File: config.mk
export PLATFORM = sky130hd
export DESIGN_NAME = link_control_flat
export DESIGN_NICKNAME = d
export VERILOG_FILES = /design/src/rtl/link_control_if.sv /design/src/rtl/link_control.sv /design/src/flat_wrapper.sv
export SDC_FILE = /design/constraint.sdc
export NUM_CORES = 1
export LEC_CHECK = 0
export BUFFER_PORTS_ARGS = -buffer_cell sky130_fd_sc_hd__buf_2
export CAP_MARGIN = 10
export CORE_MARGIN = 1.5
export CORE_UTILIZATION = 30
export DETAILED_ROUTE_END_ITERATION = 12
export RECOVER_POWER = 50
export REMOVE_ABC_BUFFERS = 1
export SKIP_CTS_REPAIR_TIMING = 1
export SLEW_MARGIN = 20
export SYNTH_ARGS = -nofsm -noshare
export SYNTH_HDL_FRONTEND = slang
export SYNTH_SLANG_ARGS = --single-unit
File: constraint.sdc
create_clock -name clock -period 2.6 [get_ports clock]
set_input_delay 0.52 -clock clock [delete_from_list [all_inputs] [get_ports clock]]
set_output_delay 0.52 -clock clock [all_outputs]
set_load 0.05 [all_outputs]
File: src/rtl/link_control_if.sv
// Link sequencer bus: player buttons, frame/draw handshakes, state strobes and draw windows.
// master = link_control, slave = datapath/environment side.
interface link_control_if;
    logic start;
    logic btn_up;
    logic btn_down;
    logic btn_left;
    logic btn_right;
    logic btn_attack;
    logic frame_tick;
    logic map_done;
    logic draw_done;
    logic init;
    logic idle;
    logic attack;
    logic move_up;
    logic move_down;
    logic move_left;
    logic move_right;
    logic draw_map;
    logic draw_char;
    logic overrun;

    modport master (
        input  start, btn_up, btn_down, btn_left, btn_right, btn_attack,
        input  frame_tick, map_done, draw_done,
        output init, idle, attack, move_up, move_down, move_left, move_right,
        output draw_map, draw_char, overrun
    );

    modport slave (
        output start, btn_up, btn_down, btn_left, btn_right, btn_attack,
        output frame_tick, map_done, draw_done,
        input  init, idle, attack, move_up, move_down, move_left, move_right,
        input  draw_map, draw_char, overrun
    );
endinterface

File: src/rtl/link_control.sv
// Per-frame sequencer for the Link character datapath: map redraw, one state strobe, char draw.
// Optional LINK_CTRL_WATCHDOG_EN adds a draw timeout that forces S_WAIT and sets sticky wd_fault.
//
// state    | meaning
// S_RESET  | idle after reset, waiting for start
// S_INIT   | one-cycle init strobe
// S_WAIT   | waiting for frame_tick or a pending frame
// S_MAP    | draw_map window, waiting for map_done
// S_UPDATE | one strobe chosen from attack/move/idle
// S_CHAR   | draw_char window, waiting for draw_done
module link_control #(
    parameter int unsigned ATTACK_FRAMES  = 8,
    parameter int unsigned MOVE_DIV       = 1,
    parameter int unsigned TIMEOUT_CYCLES = 65535
) (
    input  logic clock,
    input  logic reset,
`ifdef LINK_CTRL_WATCHDOG_EN
    output logic wd_fault,
`endif
    link_control_if.master lif
);

    typedef enum logic [2:0] {
        S_RESET, S_INIT, S_WAIT, S_MAP, S_UPDATE, S_CHAR
    } state_t;

    localparam logic [7:0] ATK_LOAD = 8'(ATTACK_FRAMES - 1);
    localparam logic [3:0] DIV_LAST = 4'(MOVE_DIV - 1);

    if (ATTACK_FRAMES < 1 || ATTACK_FRAMES > 255 || MOVE_DIV < 1 || MOVE_DIV > 15 ||
        TIMEOUT_CYCLES < 1 || TIMEOUT_CYCLES > 65535) begin : g_param_check
        $error("link_control: parameter out of range");
    end

    state_t     state_q, state_d;
    logic [4:0] sync1_q, sync2_q;   // {attack, right, left, down, up}
    logic       atk_prev_q;
    logic       atk_req_q, atk_req_d;
    logic [7:0] atk_cnt_q, atk_cnt_d;
    logic [3:0] div_cnt_q, div_cnt_d;
    logic       pending_q, pending_d;
    logic       overrun_q, overrun_d;
    logic       atk_edge;

`ifdef LINK_CTRL_WATCHDOG_EN
    localparam logic [15:0] WD_LAST = 16'(TIMEOUT_CYCLES - 1);
    logic [15:0] wd_cnt_q, wd_cnt_d;
    logic        wd_fault_q, wd_fault_d;
    logic        wd_active;
`endif

    assign atk_edge    = sync2_q[4] & ~atk_prev_q;
    assign lif.overrun = overrun_q;

    always_comb begin
        state_d        = state_q;
        atk_req_d      = atk_req_q;
        atk_cnt_d      = atk_cnt_q;
        div_cnt_d      = div_cnt_q;
        pending_d      = pending_q;
        overrun_d      = overrun_q;
        lif.init       = 1'b0;
        lif.idle       = 1'b0;
        lif.attack     = 1'b0;
        lif.move_up    = 1'b0;
        lif.move_down  = 1'b0;
        lif.move_left  = 1'b0;
        lif.move_right = 1'b0;
        lif.draw_map   = 1'b0;
        lif.draw_char  = 1'b0;

        // Edges during an attack in progress are dropped, not queued.
        if (atk_edge && atk_cnt_q == 8'd0) atk_req_d = 1'b1;

        if (lif.frame_tick && state_q != S_WAIT) begin
            pending_d = 1'b1;
            overrun_d = 1'b1;
        end

        case (state_q)
            S_RESET: if (lif.start) state_d = S_INIT;
            S_INIT: begin
                lif.init = 1'b1;
                state_d  = S_WAIT;
            end
            S_WAIT: begin
                if (lif.frame_tick || pending_q) begin
                    state_d   = S_MAP;
                    pending_d = 1'b0;
                end
            end
            S_MAP: begin
                lif.draw_map = 1'b1;
                if (lif.map_done) state_d = S_UPDATE;
            end
            S_UPDATE: begin
                state_d   = S_CHAR;
                div_cnt_d = (div_cnt_q == DIV_LAST) ? 4'd0 : div_cnt_q + 4'd1;
                if (atk_cnt_q != 8'd0) begin
                    lif.attack = 1'b1;
                    atk_cnt_d  = atk_cnt_q - 8'd1;
                end else if (atk_req_q) begin
                    lif.attack = 1'b1;
                    atk_cnt_d  = ATK_LOAD;
                    atk_req_d  = 1'b0;
                end else if (div_cnt_q == 4'd0 && sync2_q[0]) begin
                    lif.move_up = 1'b1;
                end else if (div_cnt_q == 4'd0 && sync2_q[1]) begin
                    lif.move_down = 1'b1;
                end else if (div_cnt_q == 4'd0 && sync2_q[2]) begin
                    lif.move_left = 1'b1;
                end else if (div_cnt_q == 4'd0 && sync2_q[3]) begin
                    lif.move_right = 1'b1;
                end else begin
                    lif.idle = 1'b1;
                end
            end
            S_CHAR: begin
                lif.draw_char = 1'b1;
                if (lif.draw_done) state_d = S_WAIT;
            end
            default: state_d = S_RESET;
        endcase

`ifdef LINK_CTRL_WATCHDOG_EN
        wd_cnt_d   = wd_cnt_q;
        wd_fault_d = wd_fault_q;
        wd_active  = (state_q == S_MAP) || (state_q == S_CHAR);
        if (wd_active && state_d == state_q && wd_cnt_q == WD_LAST) begin
            state_d    = S_WAIT;
            wd_fault_d = 1'b1;
        end
        if (state_d != state_q) wd_cnt_d = 16'd0;
        else if (wd_active)     wd_cnt_d = wd_cnt_q + 16'd1;
`endif
    end

    always_ff @(posedge clock or negedge reset) begin
        if (!reset) begin
            state_q    <= S_RESET;
            sync1_q    <= '0;
            sync2_q    <= '0;
            atk_prev_q <= 1'b0;
            atk_req_q  <= 1'b0;
            atk_cnt_q  <= '0;
            div_cnt_q  <= '0;
            pending_q  <= 1'b0;
            overrun_q  <= 1'b0;
        end else begin
            state_q    <= state_d;
            sync1_q    <= {lif.btn_attack, lif.btn_right, lif.btn_left, lif.btn_down, lif.btn_up};
            sync2_q    <= sync1_q;
            atk_prev_q <= sync2_q[4];
            atk_req_q  <= atk_req_d;
            atk_cnt_q  <= atk_cnt_d;
            div_cnt_q  <= div_cnt_d;
            pending_q  <= pending_d;
            overrun_q  <= overrun_d;
        end
    end

`ifdef LINK_CTRL_WATCHDOG_EN
    assign wd_fault = wd_fault_q;

    always_ff @(posedge clock or negedge reset) begin
        if (!reset) begin
            wd_cnt_q   <= '0;
            wd_fault_q <= 1'b0;
        end else begin
            wd_cnt_q   <= wd_cnt_d;
            wd_fault_q <= wd_fault_d;
        end
    end
`endif

endmodule

File: src/flat_wrapper.sv
// flat-port wrapper written by rule: the top's interface ports become plain ports
module link_control_flat 
#(
    parameter int unsigned ATTACK_FRAMES  = 8,
    parameter int unsigned MOVE_DIV       = 1,
    parameter int unsigned TIMEOUT_CYCLES = 65535
)
  (clock, reset, lif_start, lif_btn_up, lif_btn_down, lif_btn_left, lif_btn_right, lif_btn_attack, lif_frame_tick, lif_map_done, lif_draw_done, lif_init, lif_idle, lif_attack, lif_move_up, lif_move_down, lif_move_left, lif_move_right, lif_draw_map, lif_draw_char, lif_overrun);
  link_control_if lif_i ();
  input  logic clock;
  input  logic reset;
  input wire logic [$bits(lif_i.start)-1:0] lif_start;
  input wire logic [$bits(lif_i.btn_up)-1:0] lif_btn_up;
  input wire logic [$bits(lif_i.btn_down)-1:0] lif_btn_down;
  input wire logic [$bits(lif_i.btn_left)-1:0] lif_btn_left;
  input wire logic [$bits(lif_i.btn_right)-1:0] lif_btn_right;
  input wire logic [$bits(lif_i.btn_attack)-1:0] lif_btn_attack;
  input wire logic [$bits(lif_i.frame_tick)-1:0] lif_frame_tick;
  input wire logic [$bits(lif_i.map_done)-1:0] lif_map_done;
  input wire logic [$bits(lif_i.draw_done)-1:0] lif_draw_done;
  output wire logic [$bits(lif_i.init)-1:0] lif_init;
  output wire logic [$bits(lif_i.idle)-1:0] lif_idle;
  output wire logic [$bits(lif_i.attack)-1:0] lif_attack;
  output wire logic [$bits(lif_i.move_up)-1:0] lif_move_up;
  output wire logic [$bits(lif_i.move_down)-1:0] lif_move_down;
  output wire logic [$bits(lif_i.move_left)-1:0] lif_move_left;
  output wire logic [$bits(lif_i.move_right)-1:0] lif_move_right;
  output wire logic [$bits(lif_i.draw_map)-1:0] lif_draw_map;
  output wire logic [$bits(lif_i.draw_char)-1:0] lif_draw_char;
  output wire logic [$bits(lif_i.overrun)-1:0] lif_overrun;
  assign lif_i.start = lif_start;
  assign lif_i.btn_up = lif_btn_up;
  assign lif_i.btn_down = lif_btn_down;
  assign lif_i.btn_left = lif_btn_left;
  assign lif_i.btn_right = lif_btn_right;
  assign lif_i.btn_attack = lif_btn_attack;
  assign lif_i.frame_tick = lif_frame_tick;
  assign lif_i.map_done = lif_map_done;
  assign lif_i.draw_done = lif_draw_done;
  assign lif_init = lif_i.init;
  assign lif_idle = lif_i.idle;
  assign lif_attack = lif_i.attack;
  assign lif_move_up = lif_i.move_up;
  assign lif_move_down = lif_i.move_down;
  assign lif_move_left = lif_i.move_left;
  assign lif_move_right = lif_i.move_right;
  assign lif_draw_map = lif_i.draw_map;
  assign lif_draw_char = lif_i.draw_char;
  assign lif_overrun = lif_i.overrun;
  link_control #(.ATTACK_FRAMES(ATTACK_FRAMES), .MOVE_DIV(MOVE_DIV), .TIMEOUT_CYCLES(TIMEOUT_CYCLES)) u_core (.clock(clock), .reset(reset), .lif(lif_i));
endmodule
# == Yosys cells after proc, flatten, opt, wreduce, memory -nomap -nowiden ==
# Cells that the tools add are included.
# W data, S select, Z words.
# classes
add_sub_neg,2
n_eq_ne,10
muxes,50
bitwise,2
reduce_logical,14
# ops
op,n
$mux W1,42
$pmux W3 S6,1
$mux W8,2
$mux W3,4
$logic_not A8 Y1,1
$reduce_bool A8 Y1,1
$sub A8 B1 Y8 const B,1
$eq A3 B2 Y1 const B,2
$eq A3 B3 Y1 const B,2
$logic_and A1 B1 Y1,6
$ne A2 B2 Y1 const B,3
$add A4 B1 Y4 const B,1
$logic_not A4 Y1,1
$mux W4,1
$reduce_and A4 Y1,1
$eq A3 B1 Y1 const B,1
$logic_not A3 Y1,1
$ne A3 B2 Y1 const B,1
$ne A2 B1 Y1 const B,1
$reduce_and A2 Y1,1
$reduce_bool A2 Y1,1
$and A1 B1 Y1,1
$logic_or A1 B1 Y1,1
$not A1 Y1,1
# totals
regBits,29
in_bits,11
wordCells,87

# == Logic depth before layout (Yosys ltp) ==
# Gate-level depths: netlist (run 1).
# logic_depth
depth_word,9
depth_mapped,5
ltp_nobuf,5

# == Worst setup path before layout (run 1) ==
# Ideal clock, no wire load.
# synth_timing
path_type,register -> output
from,register u_core.atk_cnt_q[0]
to,output port lif_idle
arrival_ns,2.902
t_required_ns,2.080
path_slack_ns,-0.822
path_stages_with_launch,6
path_cell_list,dfrtp_1 -> inv_1 -> ha_1 -> nor3b_1 -> nand2_1 -> a2111oi_1
# synth_between
elab_chain_cells,3
# synth_rtl
item,line,rtl
"start, declared",link_control.sv:40,"logic [7:0] atk_cnt_q, atk_cnt_d;"
"start signal, assigned",link_control.sv:156,atk_cnt_q <= atk_cnt_d;
$reduce_bool A8 Y1,link_control.sv:100,if (atk_cnt_q != 8'd0) begin
$mux W1,link_control.sv:100,
$mux W1,link_control.sv:81,case (state_q)
"end, declared",flat_wrapper.sv:22,output wire logic [$bits(lif_i.idle)-1:0] lif_idle;
# Every way passes these cells.

# == Final worst setup path (run 1) ==
# layout_timing
from,register u_core.state_q[1]
to,output port lif_idle
# layout_between
elab_chain_cells,2
# layout_rtl
item,line,rtl
"start, declared",link_control.sv:36,"state_t state_q, state_d;"
"start signal, assigned",link_control.sv:151,state_q <= state_d;
$eq A3 B3 Y1,link_control.sv:81,
$mux W1,link_control.sv:81,
# Every way passes these cells.

==> impl_metrics.toml, run 1 <==
[synthesis]
yosysMostFrequentCell = "dfrtp_1"
yosysWarnings = 0
postSynthCellCount = 121
synth-edff-count = 0
ys_seq_area_frac = 0.5390
yosys_most_used_dff = "dfrtp_1"
yosys-top-cells-area = "dfrtp_1, ha_1, nor2_1, inv_1, mux2_2"
synth_top_area_frac = 0.5390
syn_area_per_cell_um2 = 11.13
async_flop_share = 1.000
synth_area_leader_cell = "dfrtp_1"
syn_area_um2 = 1346
synthTopCellsByCount = "dfrtp_1, nor2_1, inv_1"
ys_seq_elements = 29
synth_cell_types = 42

[run_status]
violations = "capacitance limit, slew limit"
status = "finished with violations"

[sta]
min_period_over_period = 0.9620
max_freq_ghz = 0.3998
fin_ws_ns = 0.09874
hold_violations = 0
finClkSkew_ns = 0.003900
setup_viol = 0
fin_setup_tns_ns = 0
whs_ns = 0.3403
drv_slew = 30
fin_crit_ns = 2.501
tightest_slew_ns = 1.508
slew_headroom = -0.005494

[floorplan]
start_util = 0.3113
coreArea_um2 = 4324
pin_count = 21
die_y_um = 69.99
die_area_um2 = 4899
row_count = 24
fp.dieW_um = 69.99

[placed_design]
dpl_cell_area_um2 = 1538
place_ws_ns = 0.2852
routabilityCongestion = 0.8378
port_buffers = 20
place_inst = 195
post-dp-hpwl_um = 1840

[critical_path]
path_cells = "or3b_1, a2111oi_2, clkbuf_4"
endpoint_kind = "primary output"
cp.arrival_ns = 1.98
crit_path_start_kind = "flop"
critPathMaxFanout = 9
crit_buf_inv = 1
path_class = "reg -> out"
crit_slowest_cell = "or3b_1"
required_ns = 2.08
cpPeakStageDelay_ns = 0.55
path_delay_family = "simple AND/OR/NAND/NOR gates"

[route]
vias_per_cell = 4.975
drt-initial-drc-count = 33
firstDrtPassIters = 4
antenna_left = 0
finalWirelength_um = 2619
num_vias = 1015
drc_errors = 0
post_drt_wl_per_cell_um = 12.84

[power_and_ir_drop]
total_power_mw = 1.845
max-vdd-ir-drop_mv = 0.6033
p_per_area_nw_per_um2 = 1097
leakage_nw = 0.7843

[grt]
grt_pass1_vias = 1006
grt_pass1_wl_um = 4374
grt_max_degree = 30
grt_use_met3 = 0.04473
antenna_found_initial = 0
grtUsageMet2 = 0.1937
grt-ovfl-total = 0
top_usage_layer = "met2"
grt_usage = 0.1140
gr-usage-met1 = 0.1255

[clock_tree]
cts_tree = "yes"
clock_path_buffers = 2
root_buffer = "clkbuf_8"
htreeDepth = 2
numCtsBuffers = 5
clock_sinks = 29
clkLatencyLatePin_ns = 0.28
path_clk_slew_ns = 0.06

[finish]
syn_to_final_growth_pct = 24.91
layout-drive-gt1-share = 0.3092
diodes = 0
utilization = 0.3889
fin_nets = 166
n_fill_cell = 452
final-instance-count-excl-fill = 204
stdcell_area_um2 = 1682

[worst_hold_path]
hold_class = "in -> reg"

[flow_run]
max_cap_violations = 1
## final cells by class
type                    instances  area [um^2]  area share
clock buffers                   5        68.82     0.04092
flip-flops and latches         29        725.7      0.4315
inverters                       9        33.78     0.02009
repair buffers                 27        156.4     0.09301
multi-input cells              79        585.6      0.3482
well taps                      52        65.06     0.03869
clock inverters                 3        46.29     0.02753
## worst paths after layout
| kind | endpoint | depth (start not counted) | start | slack [ns] |
|---|---|---|---|---|
| setup / recovery | lif_idle | 3 | u_core.state_q[1]$_DFFE_PN0P_ | 0.1 |
| hold / removal | u_core.sync1_q[2]$_DFF_PN0_ | 1 | lif_btn_left | 0.34 |
| setup reg to reg | u_core.atk_cnt_q[0]$_DFFE_PN0P_ | 6 | u_core.atk_cnt_q[1]$_DFFE_PN0P_ | 0.82 |
| hold reg to reg | u_core.sync2_q[1]$_DFF_PN0_ | 0 | u_core.sync1_q[1]$_DFF_PN0_ | 0.35 |
| max in group asynchronous | u_core.state_q[1]$_DFFE_PN0P_ | 1 | reset | 1.13 |
| min in group asynchronous | u_core.sync2_q[3]$_DFF_PN0_ | 1 | reset | 0.60 |
## cell families after synthesis
logic type,Yosys count,share of synthesized area
buffers and inverters,13,0.03903
flip-flops,29,0.5390
AO/OA/AOI/OAI,24,0.1366
multiplexers,5,0.03996
adder cells (fa/ha/maj),4,0.03718
AND/OR/NAND/NOR,45,0.2017
XOR/XNOR,1,0.006507
## power breakdown
part | switching (mW) | total [mW] | internal, mW
combinational | 0.401 | 0.693 | 0.292
sequential | 0.129 | 0.687 | 0.557
clock | 0.180 | 0.466 | 0.286
total | 0.710 | 1.84 | 1.14
## state kept, by name, summed over array words and instances (netlist names)
| signal | cells |
|---|---|
| u_core.div_cnt_q | 4 |
| u_core.sync1_q | 5 |
| u_core.atk_req_q | 1 |
| u_core.atk_prev_q | 1 |
| u_core.atk_cnt_q | 8 |
| u_core.pending_q | 1 |
| u_core.state_q | 3 |
| u_core.lif.overrun | 1 |
| u_core.sync2_q | 5 |
## cell usage in the layout, fill, tap and decap left out, types with 2 or more instances in the layout
cell      Yosys  final
dfrtp_1      29     29
nand3_1       2      2
a211oi_1      2      2
nand2_1       8      8
ha_1          4      4
a21oi_1       3      3
mux2_2        3      3
o21ai_0       6      6
and3_1        3      3
mux2i_1       2      2
buf_2         2     17
nor3b_2       0      2
nor3_1        4      4
inv_1         9      8
buf_4         0      7
nor2_1       10     10
nand4_1       2      2
clkbuf_4      0      2
clkbuf_8      0      5
or3_1         2      2
o31ai_1       2      2
## routing by layer
layer	routed length, um	vias up
met4	46	0
met1	1180	492
li1	-	494
met5	0	-
met2	1295	23
met3	96	6
No activity file was read; power rests on OpenSTA's default activity.
==> run 2, diff against run 1 <==
--- a/config.mk
+++ b/config.mk
@@ -5,13 +5,15 @@
 export SDC_FILE = /design/constraint.sdc
 export NUM_CORES = 1
 export LEC_CHECK = 0
-export BUFFER_PORTS_ARGS = -buffer_cell sky130_fd_sc_hd__buf_2
+export BUFFER_PORTS_ARGS = -buffer_cell sky130_fd_sc_hd__clkbuf_2
 export CAP_MARGIN = 10
 export CORE_MARGIN = 1.5
 export CORE_UTILIZATION = 30
 export DETAILED_ROUTE_END_ITERATION = 12
+export PLACE_DENSITY = 0.51
 export RECOVER_POWER = 50
 export REMOVE_ABC_BUFFERS = 1
+export SETUP_SLACK_MARGIN = 0.5
 export SKIP_CTS_REPAIR_TIMING = 1
 export SLEW_MARGIN = 20
 export SYNTH_ARGS = -nofsm -noshare
==> run 2 against run 1 <==
  * Global-route usage is 0.23 points higher
  * Final area is 2.5% higher
  * Non-clock buffer count is 5 higher
  * The run still ends with capacitance limit, slew limit left
  * Combinational power is 10% higher
  * Highest routed layer unchanged
  * Critical path type unchanged
==> impl_metrics.toml, run 2 (synthesis gave the netlist of run 1 again) <==
[clock_tree]
clkLatencyLatePin_ns = 0.28
htreeDepth = 2
root_buffer = "clkbuf_8"
path_clk_slew_ns = 0.07
clock_path_buffers = 2
cts_tree = "yes"
numCtsBuffers = 5
clock_sinks = 29

[sta]
hold_violations = 0
drv_slew = 29
setup_viol = 0
fin_setup_tns_ns = 0
fin_ws_ns = 0.1962
finClkSkew_ns = 0.005530
rsz0062_at_grt = "yes"
max_freq_ghz = 0.4160
min_period_over_period = 0.9245
fin_crit_ns = 2.404
slew_headroom = -0.0005067
tightest_slew_ns = 1.501

[critical_path]
required_ns = 2.08
ff2ff_path_depth = 6
timing.rr.start = "u_core.atk_cnt_q[0]$_DFFE_PN0P_"
path_class = "reg -> out"
endpoint_kind = "primary output"
startpoint = "u_core.atk_cnt_q[0]$_DFFE_PN0P_"
critPathMaxFanout = 4
cp.arrival_ns = 1.88
r2r_setup_slack_ns = 0.79
timing.rr.end = "u_core.atk_cnt_q[4]$_DFFE_PN0P_"
crit_path_start_kind = "flop"

[worst_hold_path]
min_from = "lif_btn_up"
holdPathEnd = "u_core.sync1_q[0]$_DFF_PN0_"
hold_class = "in -> reg"
holdPathStages = 1

[grt]
grt_pass1_vias = 1020
grt_usage = 0.1163
antenna_found_initial = 0
grt_pass1_wl_um = 4422
grt_max_degree = 30
grt-ovfl-total = 0

[power_and_ir_drop]
leakage_nw = 0.7904
total_power_mw = 1.826
p_per_area_nw_per_um2 = 1059
max-vdd-ir-drop_mv = 0.5323

[route]
firstDrtPassIters = 4
finalWirelength_um = 2793
highest_layer = "met4"
drt-met1-wl_um = 1162
antenna_left = 0
drt-initial-drc-count = 40
drc_errors = 0
wl_met2_um = 1452
dr_wl_met3_um = 145
post_drt_wl_per_cell_um = 13.36
vias_per_cell = 4.967
num_vias = 1038

[placed_design]
routabilityCongestion = 0.8127
post-dp-hpwl_um = 1952
dpl_cell_area_um2 = 1545
place_ws_ns = 0.2520
port_buffers = 20

[run_status]
status = "finished with violations"
violations = "capacitance limit, slew limit"

[finish]
final_common_cell = "dfrtp_1"
stdcell_area_um2 = 1724
largest_reg_flops = 8
final_cell_mix = "dfrtp_1, clkbuf_2, buf_4, nor2_1, nand2_1"
syn_to_final_growth_pct = 28.07
reg_top3 = "u_core.atk_cnt_q x8, u_core.sync1_q x5, u_core.sync2_q x5"
diodes = 0
layout-drive-gt1-share = 0.3503
largest-register = "u_core.atk_cnt_q"
fin_nets = 171
utilization = 0.3987

[floorplan]
fp.dieW_um = 69.99
start_util = 0.3113
die_y_um = 69.99
die_area_um2 = 4899
pin_count = 21
row_count = 24
coreArea_um2 = 4324

[flow_run]
max_cap_violations = 1
-- run 2: cell types whose count changed in the layout (fill, tap and decap cells not counted), moves of 2 or more --
cell,before,now
clkbuf_2,0,13
clkbuf_4,2,4
clkinvlp_4,1,3
buf_4,7,13
buf_2,17,0
-- run 2: how the worst max path moves through the flow --
stage            endpoint
5_1_grt        lif_attack
3_3_place_gp   lif_attack
3_5_place_dp   lif_attack
4_1_cts        lif_attack
2_1_floorplan    lif_idle
6_report       lif_attack
-- run 2: area by class of cell --
type | instances | area, um^2
Sequential cell | 29 | 725.7
Multi-Input combinational cell | 79 | 600.6
Inverter | 9 | 33.78
Fill cell | 431 | 2600
Timing Repair Buffer | 32 | 207.7
Clock inverter | 3 | 22.52
Clock buffer | 5 | 68.82
Tap cell | 52 | 65.06
-- run 2: metal layers --
metal  GRT usage  vias to the layer above
li1            -                      504
met1      0.1350                      499
met2      0.1873                       31
met3     0.03608                        4
met4     0.07051                        0
met5           0                        -
-- run 2: through the flow --
step           std cells  hold slack [ns]
2_1_floorplan        117           0.2244
3_3_place_gp         196           0.3333
3_5_place_dp         196           0.3371
4_1_cts              204           0.2947
5_1_grt              209           0.3255
6_report             209           0.3438
-- run 2: critical path, stage by stage, from the launching register on --
cell	delay (ns)
dfrtp_1	0.40
inv_2	0.10
ha_4	0.13
or3b_4	0.40
o31ai_4	0.30
inv_1	0.10
buf_6	0.16
-- run 2: report_power, final --
part | leakage, nW | switching (mW) | internal, mW | total (mW)
Sequential | 0.354 | 0.138 | 0.557 | 0.696
Combinational | 0.400 | 0.424 | 0.341 | 0.765
Clock | 0.0364 | 0.179 | 0.187 | 0.366
Total | 0.790 | 0.741 | 1.08 | 1.83
